<file path="src/rtl/pc_table_pkg.sv">
// Shared types and constants for the branch-target table.
// Optional build macro: PC_TABLE_RELATIVE_EN (entries hold offsets that are added to pc).
package pc_table_pkg;

  localparam int DEF_D  = 12;
  localparam int DEF_A  = 4;
  localparam int DEF_NB = 2;

  typedef enum logic [0:0] {
    ST_IDLE  = 1'b0,
    ST_CLEAR = 1'b1
  } state_t;

  // A bank select is always at least one bit wide, even for a single bank.
  function automatic int bw_of(input int nb);
    return (nb > 1) ? $clog2(nb) : 1;
  endfunction

endpackage

</file>
<file path="src/rtl/pc_table_mem.sv">
// Banked target storage: data RAM plus per-entry valid flags.
// Holds no configuration of its own; PC_TABLE_RELATIVE_EN only affects the top level.
module pc_table_mem
  import pc_table_pkg::*;
#(
  parameter int D  = DEF_D,
  parameter int A  = DEF_A,
  parameter int NB = DEF_NB,
  localparam int BW = bw_of(NB)
) (
  input  logic          Clk,
  input  logic          Reset,
  input  logic          wr_en,
  input  logic [BW-1:0] wr_bank,
  input  logic [A-1:0]  wr_idx,
  input  logic [D-1:0]  wr_data,
  input  logic [BW-1:0] rd_bank,
  input  logic [A-1:0]  rd_idx,
  output logic [D-1:0]  rd_data,
  output logic          rd_valid,
  input  logic          clr_en,
  input  logic [BW-1:0] clr_bank,
  input  logic [A-1:0]  clr_idx
);

  localparam int ENTRIES = 2 ** A;
  localparam int DEPTH   = NB * ENTRIES;
  localparam int AW      = BW + A;

  logic [D-1:0]     data_mem [DEPTH];
  logic [DEPTH-1:0] valid_reg;

  logic [AW-1:0] wr_addr;
  logic [AW-1:0] rd_addr;
  logic [AW-1:0] clr_addr;

  assign wr_addr  = {wr_bank, wr_idx};
  assign rd_addr  = {rd_bank, rd_idx};
  assign clr_addr = {clr_bank, clr_idx};

  // Data contents are never reset; the valid flags alone decide hit/miss.
  always_ff @(posedge Clk) begin
    if (wr_en) begin
      data_mem[wr_addr] <= wr_data;
    end
  end

  assign rd_data  = data_mem[rd_addr];
  assign rd_valid = valid_reg[rd_addr];

  generate
    for (genvar gi = 0; gi < DEPTH; gi++) begin : g_valid
      always_ff @(posedge Clk or posedge Reset) begin
        if (Reset) begin
          valid_reg[gi] <= 1'b0;
        end else if (clr_en && (clr_addr == AW'(gi))) begin
          valid_reg[gi] <= 1'b0;
        end else if (wr_en && (wr_addr == AW'(gi))) begin
          valid_reg[gi] <= 1'b1;
        end
      end
    end
  endgenerate

endmodule

</file>
<file path="src/rtl/pc_target_table.sv">
// Runtime-programmable branch-target table with registered lookup and bank clear engine.
// Define PC_TABLE_RELATIVE_EN to treat entries as offsets added to the sampled pc.
module pc_target_table
  import pc_table_pkg::*;
#(
  parameter int D  = DEF_D,
  parameter int A  = DEF_A,
  parameter int NB = DEF_NB,
  localparam int BW = bw_of(NB)
) (
  input  logic          Clk,
  input  logic          Reset,
  input  logic [BW-1:0] bank_sel,
  input  logic          bank_switch,
  input  logic          lookup_req,
  input  logic [A-1:0]  lookup_idx,
`ifdef PC_TABLE_RELATIVE_EN
  input  logic [D-1:0]  pc,
`endif
  output logic [D-1:0]  target,
  output logic          target_valid,
  output logic          miss,
  input  logic          wr_en,
  input  logic [BW-1:0] wr_bank,
  input  logic [A-1:0]  wr_idx,
  input  logic [D-1:0]  wr_data,
  output logic          wr_ready,
  input  logic          clr_req,
  input  logic [BW-1:0] clr_bank,
  output logic          busy
);

  localparam logic [BW:0]  NB_L     = (BW + 1)'(NB);
  localparam logic [A-1:0] LAST_IDX = '1;

  function automatic logic bank_ok(input logic [BW-1:0] b);
    return ({1'b0, b} < NB_L);
  endfunction

  state_t        state_reg;
  logic [A-1:0]  cnt_reg;
  logic [BW-1:0] clr_bank_reg;
  logic [BW-1:0] active_bank_reg;

  logic [D-1:0]  target_reg;
  logic          target_valid_reg;
  logic          miss_reg;

  logic          wr_accept;
  logic [D-1:0]  rd_data;
  logic          rd_valid;
  logic          fwd_hit;
  logic          clr_block;
  logic          hit_next;
  logic [D-1:0]  data_next;
  logic [D-1:0]  target_next;

  assign busy     = (state_reg == ST_CLEAR);
  assign wr_ready = (state_reg == ST_IDLE);

  assign wr_accept = wr_en && wr_ready && bank_ok(wr_bank);

  pc_table_mem #(
    .D  (D),
    .A  (A),
    .NB (NB)
  ) u_mem (
    .Clk      (Clk),
    .Reset    (Reset),
    .wr_en    (wr_accept),
    .wr_bank  (wr_bank),
    .wr_idx   (wr_idx),
    .wr_data  (wr_data),
    .rd_bank  (active_bank_reg),
    .rd_idx   (lookup_idx),
    .rd_data  (rd_data),
    .rd_valid (rd_valid),
    .clr_en   (busy),
    .clr_bank (clr_bank_reg),
    .clr_idx  (cnt_reg)
  );

  // A write landing on the looked-up entry this cycle wins over the stored copy.
  assign fwd_hit   = wr_accept && (wr_bank == active_bank_reg) && (wr_idx == lookup_idx);
  // The whole bank under clear reads as empty, even entries the counter has not reached.
  assign clr_block = busy && (clr_bank_reg == active_bank_reg);

  always_comb begin
    hit_next  = 1'b0;
    data_next = rd_data;
    if (fwd_hit) begin
      hit_next  = 1'b1;
      data_next = wr_data;
    end else if (!clr_block && rd_valid) begin
      hit_next = 1'b1;
    end
  end

  always_comb begin
    target_next = '0;
    if (hit_next) begin
`ifdef PC_TABLE_RELATIVE_EN
      target_next = pc + data_next;
`else
      target_next = data_next;
`endif
    end
  end

  always_ff @(posedge Clk or posedge Reset) begin
    if (Reset) begin
      target_reg       <= '0;
      target_valid_reg <= 1'b0;
      miss_reg         <= 1'b0;
    end else begin
      target_valid_reg <= lookup_req;
      miss_reg         <= lookup_req && !hit_next;
      if (lookup_req) begin
        target_reg <= target_next;
      end
    end
  end

  assign target       = target_reg;
  assign target_valid = target_valid_reg;
  assign miss         = miss_reg;

  // Same-cycle lookups still see the old bank because the read uses the register.
  always_ff @(posedge Clk or posedge Reset) begin
    if (Reset) begin
      active_bank_reg <= '0;
    end else if (bank_switch && bank_ok(bank_sel)) begin
      active_bank_reg <= bank_sel;
    end
  end

  always_ff @(posedge Clk or posedge Reset) begin
    if (Reset) begin
      state_reg    <= ST_IDLE;
      cnt_reg      <= '0;
      clr_bank_reg <= '0;
    end else begin
      case (state_reg)
        ST_IDLE: begin
          if (clr_req && bank_ok(clr_bank)) begin
            state_reg    <= ST_CLEAR;
            cnt_reg      <= '0;
            clr_bank_reg <= clr_bank;
          end
        end
        ST_CLEAR: begin
          cnt_reg <= cnt_reg + 1'b1;
          if (cnt_reg == LAST_IDX) begin
            state_reg <= ST_IDLE;
          end
        end
        default: begin
          state_reg <= ST_IDLE;
        end
      endcase
    end
  end

endmodule
</file>
<file path="config.mk">
export PLATFORM = sky130hd
export DESIGN_NAME = pc_target_table
export DESIGN_NICKNAME = d
export VERILOG_FILES = /design/src/rtl/pc_table_pkg.sv /design/src/rtl/pc_table_mem.sv /design/src/rtl/pc_target_table.sv
export SDC_FILE = /design/constraint.sdc
export NUM_CORES = 1
export LEC_CHECK = 0
export ABC_AREA = 1
export CAP_MARGIN = 25
export CORE_MARGIN = 4
export CORE_UTILIZATION = 45
export CTS_CLUSTER_DIAMETER = 200
export DETAILED_ROUTE_END_ITERATION = 16
export SETUP_SLACK_MARGIN = 0.1
export SLEW_MARGIN = 10
export SYNTH_ARGS = -nofsm -noshare
export SYNTH_HDL_FRONTEND = slang
export SYNTH_SLANG_ARGS = --single-unit
</file>
<file path="constraint.sdc">
create_clock -name Clk -period 4 [get_ports Clk]
set_input_delay 0.8 -clock Clk [delete_from_list [all_inputs] [get_ports Clk]]
set_output_delay 0.8 -clock Clk [all_outputs]
set_load 0.01 [all_outputs]
</file>
# Yosys cells after proc, flatten, opt, wreduce, memory -nomap -nowiden
# Memories as Yosys holds them, arrays and structs flattened.
# Cells that the tools add are included.
# classes
bitwise,1
n_addsub,1
n_reduce_logical,107
n_eq_ne,67
order_cmp,1
mux,77
# ops
cell,n
$eq 5x5->1 const B,32
$eq 5x4->1 const B,16
$mux 1,71
$logic_and 1x1->1,70
$reduce_bool 2->1,32
$eq 5x3->1 const B,8
$mux 12,2
$eq 5x2->1 const B,4
$eq 5x1->1 const B,2
$logic_not 5->1,2
$pmux 4 s2,1
$lt 5x6->1 const B,1
$bmux 1 s5,1
$add 4x1->4 const B,1
$eq 4x4->1,1
$eq 4x4->1 const B,1
$mux 4,1
$eq 1x1->1,2
$logic_not 1->1,2
$ne 2x1->1 const B,1
$pmux 1 s2,1
$reduce_and 2->1,1
$not 1->1,1
# totals
elab_cells,294
inputBits,29
ff_bits,53
memories,1
out_inout_bits,16
ramBits,384
# memory_table
memory,words,width,read_ports,rd_ports_with_merged_regs,wr,line_no,rtl
u_mem.data_mem,32,12,1,0,1,pc_table_mem.sv:30,logic [D-1:0] data_mem [DEPTH];

# Longest topological paths before layout
# Gate-level depths: netlist of run 1.
# logic_depth
ltp_word,8
depth_mapped,15
ltp_nobuf,12

# Modules after synthesis
# Synthesis of run 1 repeated with hierarchy kept, for this count alone.
# hier_totals
hier_cells,1710
area_unflattened_um2,18416.4
# modules_own_cells
module,seq_area_each_um2,n_inst,cells_per_inst,area_per_inst_um2
pc_table_mem,12331.8,1,1553,17259.1
pc_target_table,525.5,1,157,1157.4

# Worst setup path before layout of run 1
# No wires, ideal clock.
# synth_timing
kind,in2reg
from,input port wr_en
to,"memory u_mem.data_mem[10][0] in the netlist's numbering, enable pin"
setup_slack_ns,1.818
t_arrival_ns,1.800
path_stages,5
n_path_buf,1
cell_sequence,nand2_1 -> nor2_1 -> inv_1 -> buf_2 -> nor2_1
# synth_between
elab_chain_len,3
# synth_lines
item,line_no,rtl
start: declaration,pc_target_table.sv:23,"input logic wr_en,"
$logic_and 1x1->1,pc_target_table.sv:61,assign wr_accept = wr_en && wr_ready && bank_ok(wr_bank);
$mux 1,pc_table_mem.sv:43,if (wr_en) begin
$mux 1 (implied by the code),pc_table_mem.sv:44,data_mem[wr_addr] <= wr_data;
end: declaration,pc_table_mem.sv:30,
# Every way passes these cells.

# Worst setup path in the final report of run 1
# layout_timing
from,register active_bank_reg
to,register target_reg[7] (netlist: target[7])
# layout_between
elab_chain_len,7
word_cells_on_any_way,14
classes_between,eq/ne (2); mux (6); reduce/logical (5); memory (1)
# layout_lines
item,line_no,rtl
start: declaration,pc_target_table.sv:43,logic [BW-1:0] active_bank_reg;
start signal: assignment,pc_target_table.sv:133,active_bank_reg <= bank_sel;
branches (longest 6 deep; another with $bmux 1 s5),--,
$mux 12 (*),pc_target_table.sv:101,if (hit_next) begin
end signal: assignment,pc_target_table.sv:119,target_reg <= target_next;
end: declaration,pc_target_table.sv:45,logic [D-1:0] target_reg;
# Every way passes the cells marked *. The select of a mux whose other input is x is not followed.
# A chain may end at the register's enable or synchronous reset.

==> results by group, run 1 <==
Final layout
  • Synthesis-to-finish area growth: 13.8%
  • Layout cell share with drive strength beyond 1: 8.90%
  • Max reg flops: 384
  • Fin nets: 1,863
  • Final Core Density: 52.2%
  • ANT cells: 0
  • Non-Filler Instances: 2,398
  • Fill cells: 3,691

Die
  • Vert. Die Dim: 213 um
  • Die X: 213 um
  • Top-level port count: 45
  • Initial Utilization: 45.9%
  • Rows: 74
  • Core box area: 41,100 um^2
  • Die ar.: 45,300 um^2

Placement
  • Port Buffers: 44
  • DP Cell Count: 2,312
  • GP Congestion: 0.873
  • Dpl ws: 1.06 ns
  • DP HPWL: 30,400 um

Drt
  • Drt wl/cell: 21.5 um
  • Drt total wl: 51,500 um
  • Via/cell ratio: 5.46
  • Routed Antenna Nets: 0
  • Pre-antenna DRT Iters: 5
  • Starting DRC count in detailed routing: 1,168
  • Via count: 13,100
  • DRC: 0

Clock tree
  • Num CTS Buffers: 47
  • Clk slew on worst S/H paths: 0.06 ns
  • CTS H-tree lvls: 2
  • CTS sink count: 437
  • Clock Tree Root: clkbuf_16
  • # resized after CTS: 0
  • Clk buf depth: 3
  • Insertion delay of the later-clocked pin in the worst-skew pair: 0.57 ns
  • CTS tree: built
  • Cts hold-fix bufs: 0
  • Total setup buffers inserted after CTS: 0

Global routing
  • First-pass GRT wire length: 76,900 um
  • Number of global-route vias before repair: 12,400
  • Initial antenna violation count: 0
  • Congestion Overflow GR: 0
  • Largest net degree at the start of global routing: 117
  • Total track usage: 22.8%

Logic synthesis
  • Register area share after synthesis: 68.1%
  • Syn Area/Cell: 10.7 um^2
  • Mapped Cells: 1,767
  • FF+latch count, synth: 437
  • Syn. warnings: 0
  • Mapped cell area: 18,900 um^2
  • Synthesized Nets: 1,800
  • Post-synthesis cell type count: 27

Run status
  • Outcome: finished, final reports clean

Worst setup path
  • Critical path peak fanout: 21
  • FF-to-FF setup slack: 1.46 ns
  • WP data arrival: 2.98 ns
  • RR Startpoint: active_bank_reg$_DFFE_PP0P_
  • Critical path launch point: active_bank_reg$_DFFE_PP0P_
  • Worst setup SP type: register
  • Setup crit end: target[7]$_DFFE_PP0P_
  • Reg2reg end: target[7]$_DFFE_PP0P_
  • Reg2reg path depth: 9
  • CP Class: reg -> reg
  • Crit. End Element: register
  • WP data required: 4.44 ns

Pwr
  • Flop pwr share: 49.9%
  • Worst vdd ir: 437 uV
  • Int Pwr: 7.96 mW
  • Comb power frac: 10.3%
  • Clk network pwr share: 39.8%
  • Sw power: 2.54 mW
  • Leak: 8.51 nW
  • Sw frac: 24.2%
  • Pwr per Cell Area: 489 nW/um^2

STA
  • Final setup vio count: 0
  • Worst setup margin: 1.46 ns
  • Max Freq: 0.393 GHz
  • Final slew viol count: 0
  • Skew final: 0.0219 ns
  • Period minus WS final: 2.54 ns
  • Worst Tran Pin Value: 1.02 ns
  • Setup_tns: 0 ns
  • RSZ-0062 raised after global routing: no
  • Final period util: 63.6%
  • Final Hold Viols: 0
  • Slew margin rel.: 31.8%

Flow run
  • Maxcap violations: 0

Min path
  • Worst hold-check path type: reg -> reg
[through the flow]
stage	hold slack [ns]	power (mW)	instance area, um^2
3_3_place_gp	0.461	6.39	20000
4_1_cts	0.470	10.6	21500
6_report	0.480	10.5	21500
3_5_place_dp	0.462	6.41	20000
2_1_floorplan	0.439	5.98	18900
5_1_grt	0.509	10.9	21500
[placed cells by master (no fill, tap or decap), types with 2 or more instances in the layout]
cell | Yosys | routed
nand2_1 | 487 | 487
edfxtp_1 | 384 | 384
nand3_1 | 345 | 345
inv_1 | 161 | 160
nor2_1 | 116 | 116
buf_4 | 29 | 62
dfrtp_1 | 53 | 53
clkbuf_16 | 0 | 49
clkdlybuf4s50_1 | 0 | 41
o21ai_0 | 35 | 35
o22a_1 | 30 | 30
or2_2 | 26 | 26
clkbuf_1 | 11 | 18
a21oi_1 | 8 | 8
clkinv_1 | 1 | 8
clkbuf_8 | 0 | 6
buf_12 | 0 | 6
o211ai_1 | 5 | 5
ha_1 | 4 | 4
clkinv_2 | 0 | 3
inv_2 | 2 | 2
nor2_2 | 2 | 2
xor2_1 | 2 | 2
or2_0 | 2 | 2
bufinv_16 | 0 | 2
[worst min-delay path by stage]
| stage | startpoint | end | slack (ns) | depth (start not counted) |
|---|---|---|---|---|
| finish | clr_bank_reg$_DFFE_PP0P_ | u_mem.valid_reg[31]$_DFFE_PP0P_ | 0.48 | 1 |
| global route | target[7]$_DFFE_PP0P_ | target[7]$_DFFE_PP0P_ | 0.51 | 2 |
| CTS | clr_bank_reg$_DFFE_PP0P_ | u_mem.valid_reg[31]$_DFFE_PP0P_ | 0.47 | 1 |
| detailed placement | clr_bank_reg$_DFFE_PP0P_ | u_mem.valid_reg[31]$_DFFE_PP0P_ | 0.46 | 1 |
| global placement | clr_bank_reg$_DFFE_PP0P_ | u_mem.valid_reg[31]$_DFFE_PP0P_ | 0.46 | 1 |
| floorplan | clr_bank_reg$_DFFE_PP0P_ | u_mem.valid_reg[31]$_DFFE_PP0P_ | 0.44 | 1 |
[critical path: stages, from the launching register on]
cell and delay (ns):
dfrtp_1 0.95, inv_1 0.08, buf_4 0.25, nand2_1 0.08, a21oi_1 0.08, nand3_1 0.11
buf_4 0.27, nand2_2 0.28, nand3_1 0.22, nand2_1 0.06
[area by class of cell]
class	instances	area, um^2	area share [%]
Clock buffer	73	1380	6.41
Clock inverter	12	105	0.489
Inverter	165	628	2.92
Multi-Input combinational cell	1066	4790	22.3
Sequential cell	437	12900	59.9
Tap cell	532	666	3.10
Timing Repair Buffer	113	1050	4.91
[power by group through the flow]
stage          clock [mW]  sequential (mW)  combinational (mW)
4_1_cts              4.24             5.24                1.08
6_report             4.18             5.24                1.08
2_1_floorplan           0             5.29               0.688
3_3_place_gp            0             5.33                1.06
5_1_grt              4.44             5.26                1.20
3_5_place_dp            0             5.33                1.07
[synth_stat cells]
cell | count | area [um^2]
nand3_1 | 345 | 1730
or2_2 | 26 | 163
ha_1 | 4 | 50.1
o21ai_0 | 35 | 175
a21oi_1 | 8 | 40.0
inv_2 | 2 | 7.51
buf_4 | 29 | 218
nor2_1 | 116 | 435
xor2_1 | 2 | 17.5
clkinv_1 | 1 | 3.75
edfxtp_1 | 384 | 11500
a22o_1 | 1 | 8.76
buf_1 | 6 | 22.5
nand2_2 | 1 | 6.26
nor2_2 | 2 | 12.5
clkbuf_1 | 11 | 41.3
buf_2 | 45 | 225
inv_8 | 1 | 11.3
nor3_2 | 1 | 10.0
buf_6 | 8 | 90.1
or2_0 | 2 | 12.5
inv_1 | 161 | 604
nand4_1 | 1 | 6.26
nand2_1 | 487 | 1830
o211ai_1 | 5 | 37.5
dfrtp_1 | 53 | 1330
o22a_1 | 30 | 263
[logic make-up (layout without fill, tap and decap cells)]
kind of cell | after synthesis | in the layout | share of synthesized area [%]
compound gates | 79 | 79 | 2.78
fa+ha+maj | 4 | 4 | 0.265
simple gates | 981 | 981 | 22.3
xor+xnor | 2 | 2 | 0.0928
flops | 437 | 437 | 68.1
buf+inv | 264 | 363 | 6.48
[layer usage]
metal  global-route usage [%]  up-vias  wire (um)
li1                         -     6078          -
met1                     32.4     6388      21900
met2                     35.8      528      24000
met3                     3.03       97       3510
met4                     9.28        0       2040
met5                        0        -          0
Power figures use the tool's default switching activity.
==> run 2: changes to the inputs <==
==> constraint.sdc (replaced) <==
create_clock -name Clk -period 2.2 [get_ports Clk]
set_input_delay 0.44 -clock Clk [delete_from_list [all_inputs] [get_ports Clk]]
set_output_delay 0.44 -clock Clk [all_outputs]
set_load 0.01 [all_outputs]
==> run 2 against run 1 <==
Via count rose by 1.9%. Critical endpoint is now target[4]. First-iteration DRC count rose by 8.2%. Highest routed layer is now met5. Sequential power up 82%.
==> results by group, run 2 (synthesis results as in run 1) <==
STA
  • Final Hold Viols: 0 (unchanged)
  • Period minus WS final: 1.95 ns
  • Slew margin rel.: 56.3% (was 31.8%)
  • Skew final: 0.0197 ns (was 0.0219 ns)
  • Max Freq: 0.513 GHz
  • Worst Tran Pin Value: 0.653 ns (was 1.02 ns)
  • Final slew viol count: 0 (unchanged)
  • Setup_tns: 0 ns (unchanged)
  • Final setup vio count: 0 (unchanged)
  • Final period util: 88.7%
  • Worst setup margin: 0.249 ns (was 1.46 ns)
  • WHS: 0.230 ns (was 0.480 ns)
  • RSZ-0062 raised after global routing: no (unchanged)

Final layout
  • FF/Latch Area: 12,900 um^2 (unchanged)
  • Synthesis-to-finish area growth: 18.8% (was 13.8%)
  • ANT cells: 0 (unchanged)
  • Max reg flops: 384 (unchanged)
  • Fin nets: 1,927 (was 1,863)
  • Most common cell after layout, fill and taps aside: nand2_1 (unchanged)
  • Multi-input gate area: 4790 um^2 (unchanged)
  • Commonest non-fill, non-tap cells in the layout: nand2_1, edfxtp_1, nand3_1 (unchanged)
  • Fill cells: 3,564 (was 3,691)
  • Layout cell share with drive strength beyond 1: 12.4% (was 8.90%)

Die
  • Vert. Die Dim: 213 um (unchanged)
  • Die X: 213 um (unchanged)
  • Core box area: 41,100 um^2 (unchanged)
  • Rows: 74 (unchanged)
  • Top-level port count: 45 (unchanged)
  • Initial Utilization: 45.9% (unchanged)
  • Die ar.: 45,300 um^2 (unchanged)

Worst setup path
  • Critical path peak fanout: 2 (was 21)
  • Crit-path cells: clkdlybuf4s50_1 (was inv_1 > buf_4 > nand2_1 > a21oi_1 > nand3_1 > buf_4 > nand2_2 > nand3_1 > nand2_1)
  • Crit path largest cell delay: 0.55 ns (was 0.95 ns)
  • Crit. End Element: output pin (was register)
  • Buffers plus inverters on the worst setup path: 1 (was 3)
  • Reg2reg path depth: 7 (was 9)
  • Worst setup SP type: register (unchanged)
  • Max stage delay cell, worst path: clkdlybuf4s50_1 (was dfrtp_1)
  • CP Depth: 1 (was 9)
  • WP data required: 1.76 ns (was 4.44 ns)
  • CP delay by family, top: buffers and inverters (was flip-flops)
  • WP data arrival: 1.51 ns (was 2.98 ns)
  • CP Class: reg -> out (was reg -> reg)

Clock tree
  • # resized after CTS: 0 (unchanged)
  • Insertion delay of the later-clocked pin in the worst-skew pair: 0.58 ns (was 0.57 ns)
  • CTS tree: built (unchanged)
  • Cts hold-fix bufs: 0 (unchanged)
  • Clk slew on worst S/H paths: 0.06 ns (about the same)
  • CTS H-tree lvls: 2 (unchanged)
  • Clk buf depth: 3 (unchanged)
  • CTS sink count: 437 (unchanged)
  • Total setup buffers inserted after CTS: 0 (unchanged)
  • Num CTS Buffers: 47 (unchanged)
  • Clock Tree Root: clkbuf_16 (unchanged)

Placement
  • Port Buffers: 44 (unchanged)
  • GP Congestion: 0.877 (was 0.873)
  • DP HPWL: 34,000 um (was 30,400 um)
  • Dpl ws: -0.124 ns (was 1.06 ns)

Min path
  • Worst hold-check path type: in -> async (was reg -> reg)

Drt
  • Pre-antenna DRT Iters: 6 (was 5)
  • Drt wl/cell: 21.2 um (was 21.5 um)
  • Via count: 13,300 (was 13,100)
  • Routed Antenna Nets: 0 (unchanged)
  • Via/cell ratio: 5.42 (was 5.46)
  • Starting DRC count in detailed routing: 1,264 (was 1,168)
  • Drt total wl: 52,200 um (was 51,500 um)
  • DRC: 0 (unchanged)

Pwr
  • Pwr per Cell Area: 890 nW/um^2 (was 489 nW/um^2)
  • Leak: 9.01 nW (was 8.51 nW)
  • Worst vdd ir: 1050 uV (was 437 uV)

Flow run
  • Maxcap violations: 0 (unchanged)

Global routing
  • Largest net degree at the start of global routing: 54 (was 117)
  • Congestion Overflow GR: 0 (unchanged)
  • Number of global-route vias before repair: 12,900 (was 12,400)
  • First-pass GRT wire length: 78,200 um (was 76,900 um)
  • Initial antenna violation count: 1 (was 0)
  • Total track usage: 23.2% (was 22.8%)

Run status
  • Outcome: finished, final reports clean (unchanged)
[run 2: cell types whose count changed in the layout (fill, tap and decap cells not counted), sizes merged]
cell	change
buf	+64
clkbuf	-10
clkinv	+5
bufinv	+3
clkdlybuf4s50	-2
clkinvlp	+2
dlymetal6s2s	+2
inv	+2
[run 2: power breakdown]
group / switching (mW) / internal (mW)
clock: 3.25 / 4.84
sequential: 0.229 / 9.30
combinational: 1.52 / 0.809
total: 5.00 / 14.9
[run 2: worst paths after layout]
path,startpoint,endpoint,slack [ns]
hold reg to reg,clr_bank_reg$_DFFE_PP0P_,u_mem.valid_reg[31]$_DFFE_PP0P_,0.47
setup reg to reg,busy$_DFF_PP0_,u_mem.data_mem[25][7]$_DFFE_PP_,0.35
hold / removal,Reset,busy$_DFF_PP0_,0.23
max in group asynchronous,Reset,u_mem.valid_reg[5]$_DFFE_PP0P_,1.68
min in group Clk,bank_sel,active_bank_reg$_DFFE_PP0P_,0.43
setup / recovery,target[4]$_DFFE_PP0P_,target[4],0.25
[run 2: area by class of cell]
cell class	count	area share (%)
clock buffers	63	5.93
clock inverters	24	1.18
inverters	165	2.80
multi-input cells	1066	21.4
flip-flops and latches	437	57.4
well taps	532	2.97
repair buffers	177	8.37
[run 2: metrics by stage]
stage	total power [mW]	util [%]	instances	cell area, um^2
final	20.0	54.5	2464	22400
after global routing	20.7	54.5	2464	22400
after CTS	20.1	54.5	2464	22400
after detailed placement	12.0	50.6	2377	20800
after global placement	12.0	50.6	2377	20800
after floorplan	10.9	-	1767	18900
[run 2: per-layer routing]
| layer | GRT usage, % | up-vias | part of all wire, % |
|---|---|---|---|
| met5 | 1.29 | - | 0.15 |
| met4 | 7.91 | 2 | 3.1 |
| met3 | 4.22 | 94 | 8.9 |
| met2 | 36.9 | 573 | 47 |
| met1 | 32.5 | 6458 | 41 |
| li1 | - | 6216 | - |
==> run 3: changes to the inputs <==
--- a/config.mk
+++ b/config.mk
@@ -9,7 +9,7 @@
 export CAP_MARGIN = 25
 export CORE_MARGIN = 4
 export CORE_UTILIZATION = 45
-export CTS_CLUSTER_DIAMETER = 200
+export CTS_CLUSTER_DIAMETER = 120
 export DETAILED_ROUTE_END_ITERATION = 16
 export SETUP_SLACK_MARGIN = 0.1
 export SLEW_MARGIN = 10
==> results of run 3 <==
Final layout, timing and power as in run 2 (identical DEF).
